$ cat src/rtl/mips_pkg.sv
// Shared types and constants for the MIPS front end.
package mips_pkg;

  localparam int XLEN = 32;
  localparam logic [XLEN-1:0] INST_NOP = 32'h0000_0000;

  // IDLE: nothing outstanding; BUSY: live request; DROP: stale request draining.
  typedef enum logic [1:0] {
    IDLE,
    BUSY,
    DROP
  } fetch_state_t;

  typedef struct packed {
    logic [XLEN-1:0] inst;
    logic [XLEN-1:0] pc;
  } fetch_entry_t;

  // Force a byte address onto a word boundary.
  function automatic logic [XLEN-1:0] word_align(input logic [XLEN-1:0] addr);
    return {addr[XLEN-1:2], 2'b00};
  endfunction

endpackage

$ cat src/rtl/fetch_queue.sv
// Prefetch FIFO of {inst, pc} entries. Clear beats push and pop.
module fetch_queue
  import mips_pkg::*;
#(
  parameter int DEPTH = 2
) (
  input  logic                     clk,
  input  logic                     rst,
  input  logic                     clear,
  input  logic                     push,
  input  logic                     pop,
  input  fetch_entry_t             push_entry,
  output fetch_entry_t             head,
  output logic [$clog2(DEPTH):0]   count
);

  localparam int PW = $clog2(DEPTH);
  localparam int CW = PW + 1;

  fetch_entry_t    mem [DEPTH];
  logic [PW-1:0]   wr_ptr;
  logic [PW-1:0]   rd_ptr;

  // Entry storage write port.
  // NOTE: storage has no reset; only count says which entries are meaningful.
  always_ff @(posedge clk) begin
    if (push && !clear) begin
      mem[wr_ptr] <= push_entry;
    end
  end

  // Pointers and occupancy; DEPTH is a power of two so pointers wrap naturally.
  always_ff @(posedge clk or negedge rst) begin
    if (!rst) begin
      wr_ptr <= '0;
      rd_ptr <= '0;
      count  <= '0;
    end else if (clear) begin
      wr_ptr <= '0;
      rd_ptr <= '0;
      count  <= '0;
    end else begin
      if (push) wr_ptr <= wr_ptr + PW'(1);
      if (pop)  rd_ptr <= rd_ptr + PW'(1);
      case ({push, pop})
        2'b10:   count <= count + CW'(1);
        2'b01:   count <= count - CW'(1);
        default: count <= count;
      endcase
    end
  end

  assign head = mem[rd_ptr];

endmodule

$ cat src/rtl/fetch_unit.sv
// Fetch stage: owns the fetch PC, runs the imem req/ack handshake and feeds
// the datapath from a small prefetch queue. Redirects flush and restart fetch.
module fetch_unit
  import mips_pkg::*;
#(
  parameter logic [XLEN-1:0] RESET_PC = 32'h0000_0000,
  parameter int              QDEPTH   = 2
) (
  input  logic            clk,
  input  logic            rst,
  output logic            imem_req,
  output logic [XLEN-1:0] imem_addr,
  input  logic            imem_ack,
  input  logic [XLEN-1:0] imem_rdata,
  input  logic            redirect_valid,
  input  logic [XLEN-1:0] redirect_pc,
  output logic            inst_valid,
  output logic [XLEN-1:0] inst,
  output logic [XLEN-1:0] inst_pc,
  output logic [XLEN-1:0] inst_pc4,
  input  logic            inst_ready,
  output logic            fetch_err
);

  localparam int CW = $clog2(QDEPTH) + 1;

  fetch_state_t    state, state_next;
  logic [XLEN-1:0] fetch_pc, fetch_pc_next, addr_next;
  logic            err_next;
  logic            push, pop;
  logic [CW-1:0]   count;
  logic [CW:0]     occ_after;
  fetch_entry_t    head, push_entry;

  assign inst_valid = (count != '0);
  assign pop        = inst_valid && inst_ready;
  assign push_entry = '{inst: imem_rdata, pc: fetch_pc};
  // Occupancy once this cycle's push and pop have landed; decides back-to-back issue.
  assign occ_after  = {1'b0, count} + (CW+1)'(1) - (CW+1)'(pop);

  fetch_queue #(.DEPTH(QDEPTH)) u_queue (
    .clk        (clk),
    .rst        (rst),
    .clear      (redirect_valid),
    .push       (push),
    .pop        (pop),
    .push_entry (push_entry),
    .head       (head),
    .count      (count)
  );

  // Next-state, next fetch PC, next request address and error flag.
  // NOTE: every output of this block gets a default first so no latch is inferred.
  always_comb begin
    state_next    = state;
    fetch_pc_next = fetch_pc;
    addr_next     = imem_addr;
    err_next      = fetch_err;
    push          = 1'b0;
    if (redirect_valid) begin
      // Redirect wins: any in-flight data is stale, and an unacked request
      // must still be held until memory answers it.
      fetch_pc_next = word_align(redirect_pc);
      if (redirect_pc[1:0] != 2'b00) err_next = 1'b1;
      unique case (state)
        IDLE:    state_next = IDLE;
        BUSY,
        DROP:    state_next = imem_ack ? IDLE : DROP;
        default: state_next = IDLE;
      endcase
    end else begin
      unique case (state)
        IDLE: begin
          if (count < CW'(QDEPTH)) begin
            state_next = BUSY;
            addr_next  = fetch_pc;
          end
        end
        BUSY: begin
          if (imem_ack) begin
            push          = 1'b1;
            fetch_pc_next = fetch_pc + XLEN'(4);
            if (occ_after < (CW+1)'(QDEPTH)) addr_next = fetch_pc + XLEN'(4);
            else                             state_next = IDLE;
          end
        end
        DROP: begin
          if (imem_ack) state_next = IDLE;
        end
        default: state_next = IDLE;
      endcase
    end
  end

  // State, fetch PC, registered request outputs and sticky error flag.
  // NOTE: sequential state uses non-blocking assignments only.
  always_ff @(posedge clk or negedge rst) begin
    if (!rst) begin
      state     <= IDLE;
      fetch_pc  <= RESET_PC;
      imem_req  <= 1'b0;
      imem_addr <= RESET_PC;
      fetch_err <= 1'b0;
    end else begin
      state     <= state_next;
      fetch_pc  <= fetch_pc_next;
      imem_req  <= (state_next != IDLE);
      imem_addr <= addr_next;
      fetch_err <= err_next;
    end
  end

  // Head outputs; an empty queue presents a nop at PC 0.
  assign inst     = inst_valid ? head.inst : INST_NOP;
  assign inst_pc  = inst_valid ? head.pc   : '0;
  assign inst_pc4 = inst_pc + XLEN'(4);

endmodule
$ cat config.mk
export PLATFORM = sky130hd
export DESIGN_NAME = fetch_unit
export DESIGN_NICKNAME = d
export VERILOG_FILES = /design/src/rtl/mips_pkg.sv /design/src/rtl/fetch_queue.sv /design/src/rtl/fetch_unit.sv
export SDC_FILE = /design/constraint.sdc
export NUM_CORES = 1
export LEC_CHECK = 0
export ABC_AREA = 0
export BUFFER_PORTS_ARGS = -buffer_cell sky130_fd_sc_hd__buf_2
export CORE_MARGIN = 5
export CORE_UTILIZATION = 50
export CTS_BUF_LIST = sky130_fd_sc_hd__clkbuf_4 sky130_fd_sc_hd__clkbuf_8 sky130_fd_sc_hd__clkbuf_16
export DETAILED_ROUTE_END_ITERATION = 6
export GPL_TIMING_DRIVEN = 0
export PLACE_DENSITY = 0.7
export REMOVE_ABC_BUFFERS = 1
export SYNTH_ARGS = -nofsm -noshare
export SYNTH_HDL_FRONTEND = slang
export SYNTH_HIERARCHICAL = 1
export SYNTH_SLANG_ARGS = --single-unit
$ cat constraint.sdc
create_clock -name clk -period 10 [get_ports clk]
set_clock_uncertainty 0.2 [all_clocks]
set_input_delay 1 -clock clk [delete_from_list [all_inputs] [get_ports clk]]
set_output_delay 1 -clock clk [all_outputs]
set_load 0.005 [all_outputs]
# [Word level (Yosys, flattened, before mapping)]
# Memories as Yosys holds them, arrays and structs flattened.
# Index checks and enable logic that the tools add are counted.
[totals] reg_bits=72 ramBits=128 inputBits=69 output_inout_bits=131 word_cells=72 memories=1
[op_classes] addsub=8 n_lt_le_gt_ge=2 n_eq_ne=7 muxes=28 bitwise=1 reduce_logical=17
[mem_list] memory="u_queue.mem" depth=2 width=64 rd=1 rd_ports_with_merged_regs=0 wr=1 line="fetch_queue.sv:20" rtl="fetch_entry_t mem [DEPTH];"
[op_table] op="two-way mux 32 bit" n=8
[op_table] op="adder 32 x 3 -> 32 bit, second input constant" n=2
[op_table] op="case mux 32 bit (2 select lines)" n=1
[op_table] op="two-way mux 2 bit" n=8
[op_table] op="nonzero test 2 bit" n=8
[op_table] op="two-way mux 1 bit" n=9
[op_table] op="!= test 2 bit, second input constant" n=3
[op_table] op="case mux 2 bit (3 select lines)" n=1
[op_table] op="AND reduction 5 bit" n=1
[op_table] op="equality test 2 x 1 -> 1 bit, second input constant" n=2
[op_table] op="equality test 2 bit, second input constant" n=2
[op_table] op="case mux 2 bit (2 select lines)" n=1
[op_table] op="AND reduction 2 bit" n=2
[op_table] op="adder 2 x 1 -> 3 bit, second input constant" n=1
[op_table] op="< comparator 3 x 2 -> 1 bit, second input constant" n=1
[op_table] op="nonzero test 3 bit" n=1
[op_table] op="subtractor 3 x 1 -> 3 bit" n=1
[op_table] op="adder 1 bit, second input constant" n=2
[op_table] op="adder 2 x 1 -> 2 bit, second input constant" n=1
[op_table] op="logical AND 1 bit" n=2
[op_table] op="logical NOT 2 bit" n=1
[op_table] op="< comparator 2 bit, second input constant" n=1
[op_table] op="OR reduction 2 bit" n=1
[op_table] op="subtractor 2 x 1 -> 2 bit, second input constant" n=1
[op_table] op="other kinds (2)" n=2

# [Logic depth before layout (Yosys ltp)]
# Gate-level depths: netlist of run 1.
[logic_depth] ltp_word=9 mapped_depth=13

# [Cells and area by module]
# Netlist of run 1, hierarchy kept.
[by_module_without_submodules] mod="fetch_queue" n_inst=1 cells_each=218 area_each_um2=5028.6 seq_area_each_um2=3943.8
[by_module_without_submodules] mod="fetch_unit" n_inst=1 cells_each=568 area_each_um2=4525.6 seq_area_each_um2=1601.5

# [Least setup slack after synthesis of run 1]
# OpenSTA, ideal clock, no wires.
[synth_timing] kind="input to register" startpoint="in redirect_valid" endpoint="mem u_queue/mem[0][0] (netlist name) (enable)" arrival_ns=6.399 slack_ns=2.821 stages=4 n_path_buf=2 path_cell_list="clkbuf_1 -> buf_1 -> nor2_1 -> nor3b_1"
[synth_between] elab_chain_cells=4 elab_cells_between_ends=5 classes_between="3 x mux; 2 x reduce/logical"
[synth_rtl] element="start, declared" line="fetch_unit.sv:15" rtl="input logic redirect_valid,"
[synth_rtl] element="two-way mux 1 bit" line="fetch_unit.sv:60" rtl="if (redirect_valid) begin"
[synth_rtl] element="named net push" line="fetch_unit.sv:30" rtl="logic push, pop;"
[synth_rtl] element="logical AND 1 bit" line="fetch_queue.sv:27" rtl="if (push && !clear) begin"
[synth_rtl] element="two-way mux 1 bit" line="fetch_queue.sv:27"
[synth_rtl] element="two-way mux 1 bit (implied by the code)" line="fetch_queue.sv:28" rtl="mem[wr_ptr] <= push_entry;"
[synth_rtl] element="end, declared" line="fetch_queue.sv:20"
# The timed path passes the listed nets, and every way through them passes these cells.

# [Worst setup path after layout of run 1]
[layout_timing] startpoint="reg u_queue.count[1]" endpoint="out inst_pc4[20]"
[layout_between] elab_chain_cells=3
[layout_rtl] element="start, declared" line="fetch_queue.sv:14" rtl="output logic [$clog2(DEPTH):0] count"
[layout_rtl] element="start signal, assigned" line="fetch_queue.sv:46" rtl="2'b10: count <= count + CW'(1);"
[layout_rtl] element="start signal, assigned" line="fetch_queue.sv:47" rtl="2'b01: count <= count - CW'(1);"
[layout_rtl] element="start signal, assigned" line="fetch_queue.sv:48" rtl="default: count <= count;"
[layout_rtl] element="nonzero test 2 bit" line="fetch_unit.sv:35" rtl="assign inst_valid = (count != '0);"
[layout_rtl] element="two-way mux 32 bit" line="fetch_unit.sv:115" rtl="assign inst_pc = inst_valid ? head.pc : '0;"
[layout_rtl] element="adder 32 x 3 -> 32 bit" line="fetch_unit.sv:116" rtl="assign inst_pc4 = inst_pc + XLEN'(4);"
[layout_rtl] element="end, declared" line="fetch_unit.sv:20" rtl="output logic [XLEN-1:0] inst_pc4,"
# Every way passes these cells.

==> flow_summary.json, run 1 <==
{
  "multi_input_area_sq_um": 3740,
  "p_leak_uw": 0.00473,
  "cts_tree": "built",
  "crit_family": "simple AND/OR/NAND/NOR gates",
  "synth_edf_count": 128,
  "cts_setup_buffers": 0,
  "rsz0062_at_grt": "false",
  "required_ns": 8.80,
  "antenna_found_initial": 0,
  "cts_sinks": 196,
  "synth_seq_cells": 196,
  "clock-root-buffer": "clkbuf_16",
  "synthCells": 786,
  "cts_buffer_depth": 2,
  "r2r_start": "state[1]$_DFF_PN0_",
  "hp-class": "register to register",
  "r2r_slack_ns": 6.16,
  "diodes": 0,
  "r2r-end": "u_queue/mem[0][58]$_DFFE_PP_",
  "synth_ff_type": "edfxtp_1",
  "fin_crit_ns": 5.18,
  "drc": 0,
  "drt-total-wl_mm": 20.8,
  "core.rowCount": 50,
  "cp-start-kind": "register",
  "final-seq-area_sq_um": 5550,
  "pin_count": 200,
  "nFillCells": 1551,
  "cts_resized": 0,
  "cp_slowest_cell": "nor4b_1",
  "clk_pin_slew_worst_paths_ns": 0.07,
  "wl_per_cell_microns": 17.1,
  "die_h_microns": 148,
  "worstSetupPathType": "register to output port",
  "hold_violations": 0,
  "cp.depth": 10,
  "slew_headroom_pct": 23.3,
  "crit_fanout": 64,
  "grt_pass1_wl_mm": 33.1,
  "fp.coreArea_sq_um": 18800,
  "tightest_slew_ns": 1.15,
  "dieArea_sq_um": 22000,
  "timing.max_cap.violations": 0,
  "htreeDepth": 4,
  "clkLatencyLatePin_ns": 0.43,
  "via_count": 6261,
  "io_buffers": 197,
  "crit_end": "inst_pc4[20]",
  "end_kind": "output port",
  "tns_ns": 0,
  "gp_congestion": 0.815,
  "pre_cts_ws_ns": 5.14,
  "setup.worst_path.start": "u_queue/count[1]$_DFFE_PN0P_",
  "path_buf_inv": 2,
  "design_area_sq_um": 11300,
  "yosysUniqueCellTypes": 45,
  "dr.pass1.iters": 5,
  "nNetsFinal": 1044,
  "setup_viol": 0,
  "layout-drive-gt1-share_pct": 31.7,
  "dpl-instance-area_sq_um": 10700,
  "setup_ws_ns": 4.82,
  "hold_start": "fetch_err$_DFFE_PN0P_",
  "final.period_utilization_pct": 51.8,
  "worstRegToRegCells": 9,
  "ant_nets": 0,
  "utilization_pct": 60.3,
  "ctsHoldBuffers": 0,
  "path_common_cell": "nor2_1",
  "grt_pass1_vias": 6251,
  "grt_max_degree": 72,
  "path_cells": "nor2_1 > clkinv_2 > and2_1 > ha_1 > nand4_1 > nor2_1 > nor4b_1 > nand2_1 > xnor2_1 > buf_2",
  "synthToLayoutAreaGrowth_pct": 18.5,
  "synth_area_sq_um": 9550,
  "grt_use_total_pct": 19.1,
  "power.ir.vdd_worst_v": 0.000122,
  "p_per_area_nw_per_um2": 216,
  "async_flop_share_pct": 34.7,
  "crit_arrival_ns": 3.98,
  "hpwl_mm": 14.9,
  "yosysWarnings": 6,
  "initialDrtViolationCount": 339,
  "cts_made_buffers": 17,
  "slew_violations": 0,
  "fmax_mhz": 193,
  "avgSynthCellArea_sq_um": 12.2,
  "cp_slowest_stage_delay_ns": 0.69,
  "synth-seq-area-share_pct": 58.0,
  "outcome": "finished, final reports clean",
  "dieWidth_microns": 148,
  "start_util_pct": 50.9,
  "globalRouteOverflowTotal": 0,
  "vias_per_cell": 5.15
}
==> synthesized netlist by cell type, types with 2 or more instances <==
master | n | area, sq um
dfrtp_1 | 68 | 1700
nand2_1 | 94 | 353
buf_1 | 3 | 11.3
buf_6 | 6 | 67.6
nor3_1 | 14 | 70.1
nand3_1 | 36 | 180
buf_4 | 5 | 37.5
xnor2_1 | 33 | 289
and2_1 | 59 | 369
o21ai_0 | 62 | 310
nand4_1 | 32 | 200
buf_2 | 7 | 35.0
nand2b_1 | 2 | 12.5
mux2i_1 | 2 | 20.0
ha_1 | 6 | 75.1
and3b_1 | 2 | 17.5
nor2_1 | 30 | 113
clkbuf_1 | 24 | 90.1
o21a_1 | 3 | 22.5
mux2_4 | 50 | 751
nor3b_1 | 3 | 22.5
nor4_1 | 5 | 31.3
mux2_2 | 16 | 180
xor2_1 | 56 | 490
edfxtp_1 | 128 | 3840
inv_1 | 15 | 56.3
and3_1 | 7 | 43.8
==> logic make-up (layout without fill, tap and decap cells) <==
logic type                 Yosys count  after routing  synth area share, %
xor gates and xnor gates            89             89                 8.16
DFF                                196            196                 58.0
AOI/OAI and AO/OA                   72             72                 4.07
muxes                               68             68                 9.95
other                                1              6               0.0392
and+or+nand+nor                    293            293                 15.8
adders and majority gates            6              6                0.786
buffers and inverters               61            252                 3.16
==> stage by stage <==
step,cells,hold WS [ns],power [uW]
2_1_floorplan,746,0.259,1490
3_3_place_gp,1177,0.244,1810
3_5_place_dp,1184,0.250,1800
4_1_cts,1216,0.273,2470
5_1_grt,1216,0.302,2590
6_report,1216,0.271,2440
==> layout make-up <==
| class | instances | area share (%) |
|---|---|---|
| sequential | 196 | 49.0 |
| multi-input combinational | 534 | 33.1 |
| timing repair buffer | 204 | 9.71 |
| clock buffer | 17 | 3.76 |
| tap | 234 | 2.59 |
| clock inverter | 15 | 1.33 |
| inverter | 16 | 0.542 |
==> cell usage in the layout (no fill, tap or decap), types with 6 or more instances in the layout <==
cell | synthesis | layout
buf_2 | 7 | 196
edfxtp_1 | 128 | 128
nand2_1 | 94 | 93
dfrtp_1 | 68 | 67
o21ai_0 | 62 | 62
and2_1 | 59 | 59
xor2_1 | 56 | 56
mux2_4 | 50 | 50
nand3_1 | 36 | 36
xnor2_1 | 33 | 33
nand4_1 | 32 | 32
nor2_1 | 30 | 30
clkbuf_16 | 0 | 17
mux2_2 | 16 | 16
inv_1 | 15 | 15
nor3_1 | 14 | 13
and3_1 | 7 | 7
ha_1 | 6 | 6
conb_1 | 1 | 6
==> how the worst min path moves through the flow <==
stage | cells after the start | slack, ns | to
floorplan | 1 | 0.26 | fetch_err$_DFFE_PN0P_
CTS | 1 | 0.27 | fetch_err$_DFFE_PN0P_
global route | 1 | 0.30 | fetch_err$_DFFE_PN0P_
finish | 1 | 0.27 | fetch_err$_DFFE_PN0P_
global placement | 1 | 0.24 | fetch_err$_DFFE_PN0P_
detailed placement | 1 | 0.25 | fetch_err$_DFFE_PN0P_
==> flip-flops by register name, summed over array words and instances (netlist names) <==
| name | cells |
|---|---|
| u_queue/mem | 128 |
| u_queue/wr_ptr | 1 |
| state | 2 |
| fetch_err | 1 |
| imem_addr | 30 |
| fetch_pc | 30 |
| u_queue/rd_ptr | 1 |
| u_queue/count | 2 |
| imem_req | 1 |
==> metal layers <==
layer / vias up / wire length [microns] / track usage (%)
met5: - / 0 / 0
met4: 0 / 185 / 4.43
met3: 14 / 1180 / 4.45
met2: 181 / 9580 / 30.5
met1: 2947 / 9820 / 26.7
li1: 3119 / - / -
==> report_power, final <==
group | leakage, uW | total [uW] | switching [uW] | internal, uW
clock | 0.000281 | 663 | 312 | 351
combinational | 0.00245 | 726 | 373 | 353
sequential | 0.00200 | 1050 | 92.7 | 960
total | 0.00473 | 2440 | 778 | 1660
(Power assumes the default switching activity.)
==> inputs of run 2 (changes only) <==
- ABC_AREA: 0 -> 1
- PLACE_DENSITY: 0.7 -> 0.69
- clock period: 10 -> 4.9 ns (I/O delays scaled with it)
==> run 2 against run 1 <==
Sequential share of layout area decreased by 4.9 points. Clock power rose by 120%. Sequential cell count unchanged. Power up 130%. Synthesized cell count is 50% higher. First-iteration DRC count is 81% higher. Critical endpoint is now u_queue/mem[1][38]$_DFFE_PP_.
==> flow_summary.json, run 2 <==
{
  "async_flop_share_pct": 34.7,
  "utilization_pct": 60.1,
  "hold_start": "imem_rdata[15]",
  "clock-root-buffer": "clkbuf_16",
  "power.ir.vdd_worst_v": 0.000254,
  "clkLatencyLatePin_ns": 0.44,
  "end_kind": "register",
  "fp.coreArea_sq_um": 21000,
  "layoutNonFillerInstCount": 1664,
  "top_regs": "u_queue/mem x128, fetch_pc x30, imem_addr x30",
  "synth_top_family_by_area": "simple AND/OR/NAND/NOR gates",
  "setup.worst_path.start": "state[1]$_DFF_PN0_",
  "r2r_start": "state[1]$_DFF_PN0_",
  "slew_violations": 0,
  "grt_use_total_pct": 22.4,
  "hpwl_mm": 20.0,
  "initialDrtViolationCount": 612,
  "crit_arrival_ns": 4.10,
  "largest_register_ffs": 128,
  "final_common_cell": "nand2_1",
  "dieWidth_microns": 156,
  "start_util_pct": 50.7,
  "pin_count": 200,
  "grt_max_degree": 49,
  "synth_top_area_share_pct": 36.2,
  "yosysWarnings": 6,
  "htreeDepth": 4,
  "wl_met2_mm": 12.8,
  "final.period_utilization_pct": 84.9,
  "cp-start-kind": "register",
  "outcome": "finished, final reports clean",
  "synthTopCellsByArea": "edfxtp_1 (36%), dfrtp_1 (16%), nand2_1 (13%)",
  "dieArea_sq_um": 24200,
  "tightest_slew_ns": 1.33,
  "hold_violations": 0,
  "vias_per_cell": 5.11,
  "diodes": 0,
  "cp_slowest_cell": "ha_1",
  "synthAdderAreaFrac_pct": 0.707,
  "required_ns": 4.83,
  "core.rowCount": 53,
  "clk_pin_slew_worst_paths_ns": 0.07,
  "gp_congestion": 0.913,
  "cts_setup_buffers": 0,
  "globalRouteOverflowTotal": 0,
  "layout-drive-gt1-share_pct": 25.0,
  "synth_area_sq_um": 10600,
  "synthMuxAreaShare_pct": 8.13,
  "p_leak_uw": 0.00580,
  "synthToLayoutAreaGrowth_pct": 18.6,
  "cts_buffer_depth": 2,
  "worstSetupPathType": "register to register",
  "via_count": 8507,
  "io_buffers": 197,
  "synth_xor_area_share_pct": 1.73,
  "crit_fanout": 34,
  "fin_crit_ns": 4.16,
  "cp_slowest_stage_delay_ns": 1.06,
  "cts_sinks": 196,
  "synth_seq_cells": 196,
  "yosys.area_share.simple_pct": 26.4,
  "die_h_microns": 156,
  "final-seq-area_sq_um": 5550,
  "path_cells": "inv_1 > ha_1 > nand2_1 > nor2_2 > nand2_1 > nor2_4 > buf_12 > buf_12",
  "multi_input_area_sq_um": 4350,
  "setup_viol": 0,
  "synth-seq-area-share_pct": 52.2,
  "synth_ff_type": "edfxtp_1",
  "timing.max_cap.violations": 0,
  "grt_pass1_wl_mm": 43.2,
  "synth_compound_area_share_pct": 3.61,
  "synthCells": 1182,
  "nFillCells": 1863,
  "regMostFlops": "u_queue/mem",
  "drt-total-wl_mm": 26.8,
  "nNetsFinal": 1451,
  "slew_headroom_pct": 11.1,
  "wl_met3_mm": 1.83,
  "synth_top_area_cell": "edfxtp_1",
  "final_cell_mix": "nand2_1 (380), buf_2 (196), nor2_1 (138)",
  "fmax_mhz": 240,
  "drc": 0,
  "ant_nets": 0,
  "avgSynthCellArea_sq_um": 8.98,
  "rsz0062_at_grt": "false",
  "yosys-top-cells-count": "nand2_1 (381), nor2_1 (141), inv_1 (136)",
  "wl_per_cell_microns": 16.1,
  "cts_made_buffers": 17,
  "cts_tree": "built",
  "grt_pass1_vias": 8341,
  "dp.cells": 1631,
  "wl_met1_mm": 11.8,
  "top_layer_used": "met4",
  "yosysUniqueCellTypes": 34,
  "cts_resized": 0,
  "yosys.cell_count.top_type": "nand2_1",
  "antenna_found_initial": 0,
  "dr.pass1.iters": 5,
  "synth_edf_count": 128,
  "p_per_area_nw_per_um2": 455,
  "hp-class": "primary input to register"
}
[run 2: changes by cell type after synthesis, sizes merged, moves of 21 or more]
cell   previous run  this run
and2             60         0
a21oi             0        21
nor2             30       173
o21ai            63        22
xor2             56        17
xnor2            33         4
nand3            36        68
inv              15       136
nand2            94       385
[run 2: power breakdown]
part | switching (uW) | leakage, uW | internal (uW) | total [uW]
Combinational | 1220 | 0.00351 | 801 | 2020
Clock | 666 | 0.000296 | 819 | 1480
Sequential | 219 | 0.00199 | 2000 | 2220
Total | 2110 | 0.00580 | 3620 | 5730
[run 2: per-layer routing]
layer  GRT usage, %  vias up
met5              0        -
met4           5.84        0
met3           4.16       30
met2           37.4      285
met1           30.4     3998
li1               -     4194
[run 2: final cells by class]
| class | count | area share [%] |
|---|---|---|
| clock buffers | 17 | 3.38 |
| clock inverters | 15 | 1.55 |
| inverters | 138 | 4.12 |
| multi-input cells | 815 | 34.5 |
| flip-flops and latches | 196 | 44.1 |
| well taps | 275 | 2.73 |
| repair buffers | 208 | 9.60 |
[run 2: logic make-up (layout without fill, tap and decap cells)]
kind of cell / count (synthesis) / after routing
simple gates: 653 / 653
flops: 196 / 196
buf+inv: 176 / 378
compound gates: 65 / 65
mux: 64 / 64
xor+xnor: 21 / 21
fa+ha+maj: 6 / 6
other cells: 1 / 6
[run 2: timing repair]
| action | CTS | global route |
|---|---|---|
| hold buffers | 1 | 0 |
| setup endpoints to repair | 0 | 0 |
| endpoints found under the hold margin | 20 | 0 |
[run 2: worst paths after layout]
path                                           endpoint  slack, ns  cells past startpoint
setup / recovery           u_queue/mem[1][38]$_DFFE_PP_       0.74                      8
hold / removal             u_queue/mem[0][47]$_DFFE_PP_       0.04                      1
setup reg to reg           u_queue/mem[1][38]$_DFFE_PP_       0.74                      8
hold reg to reg                   fetch_err$_DFFE_PN0P_       0.27                      1
max in group asynchronous    u_queue/rd_ptr$_DFFE_PN0P_       3.64                      3
min in group asynchronous      fetch_pc[21]$_DFFE_PN0P_       0.28                      2
[run 2: critical path, delay by kind of cell, from the launching register on]
family        cells  cell delay [ns]
flops             1             0.41
fa+ha+maj         1             1.06
simple gates      4             1.58
buf+inv           3             0.59
[run 2: stage by stage]
stage	cell area [sq um]	hold WS [ns]	power, uW	setup WS (ns)	setup TNS [ns]
2_1_floorplan	10400	-0.00559	3420	-0.871	-111.42
4_1_cts	12600	0.0253	5770	0.709	0
6_report	12600	0.0357	5730	0.740	0
3_3_place_gp	11700	0.258	4220	-3.79	-493.33
5_1_grt	12600	0.0206	6100	0.446	0
3_5_place_dp	12000	0.208	4280	0.762	0
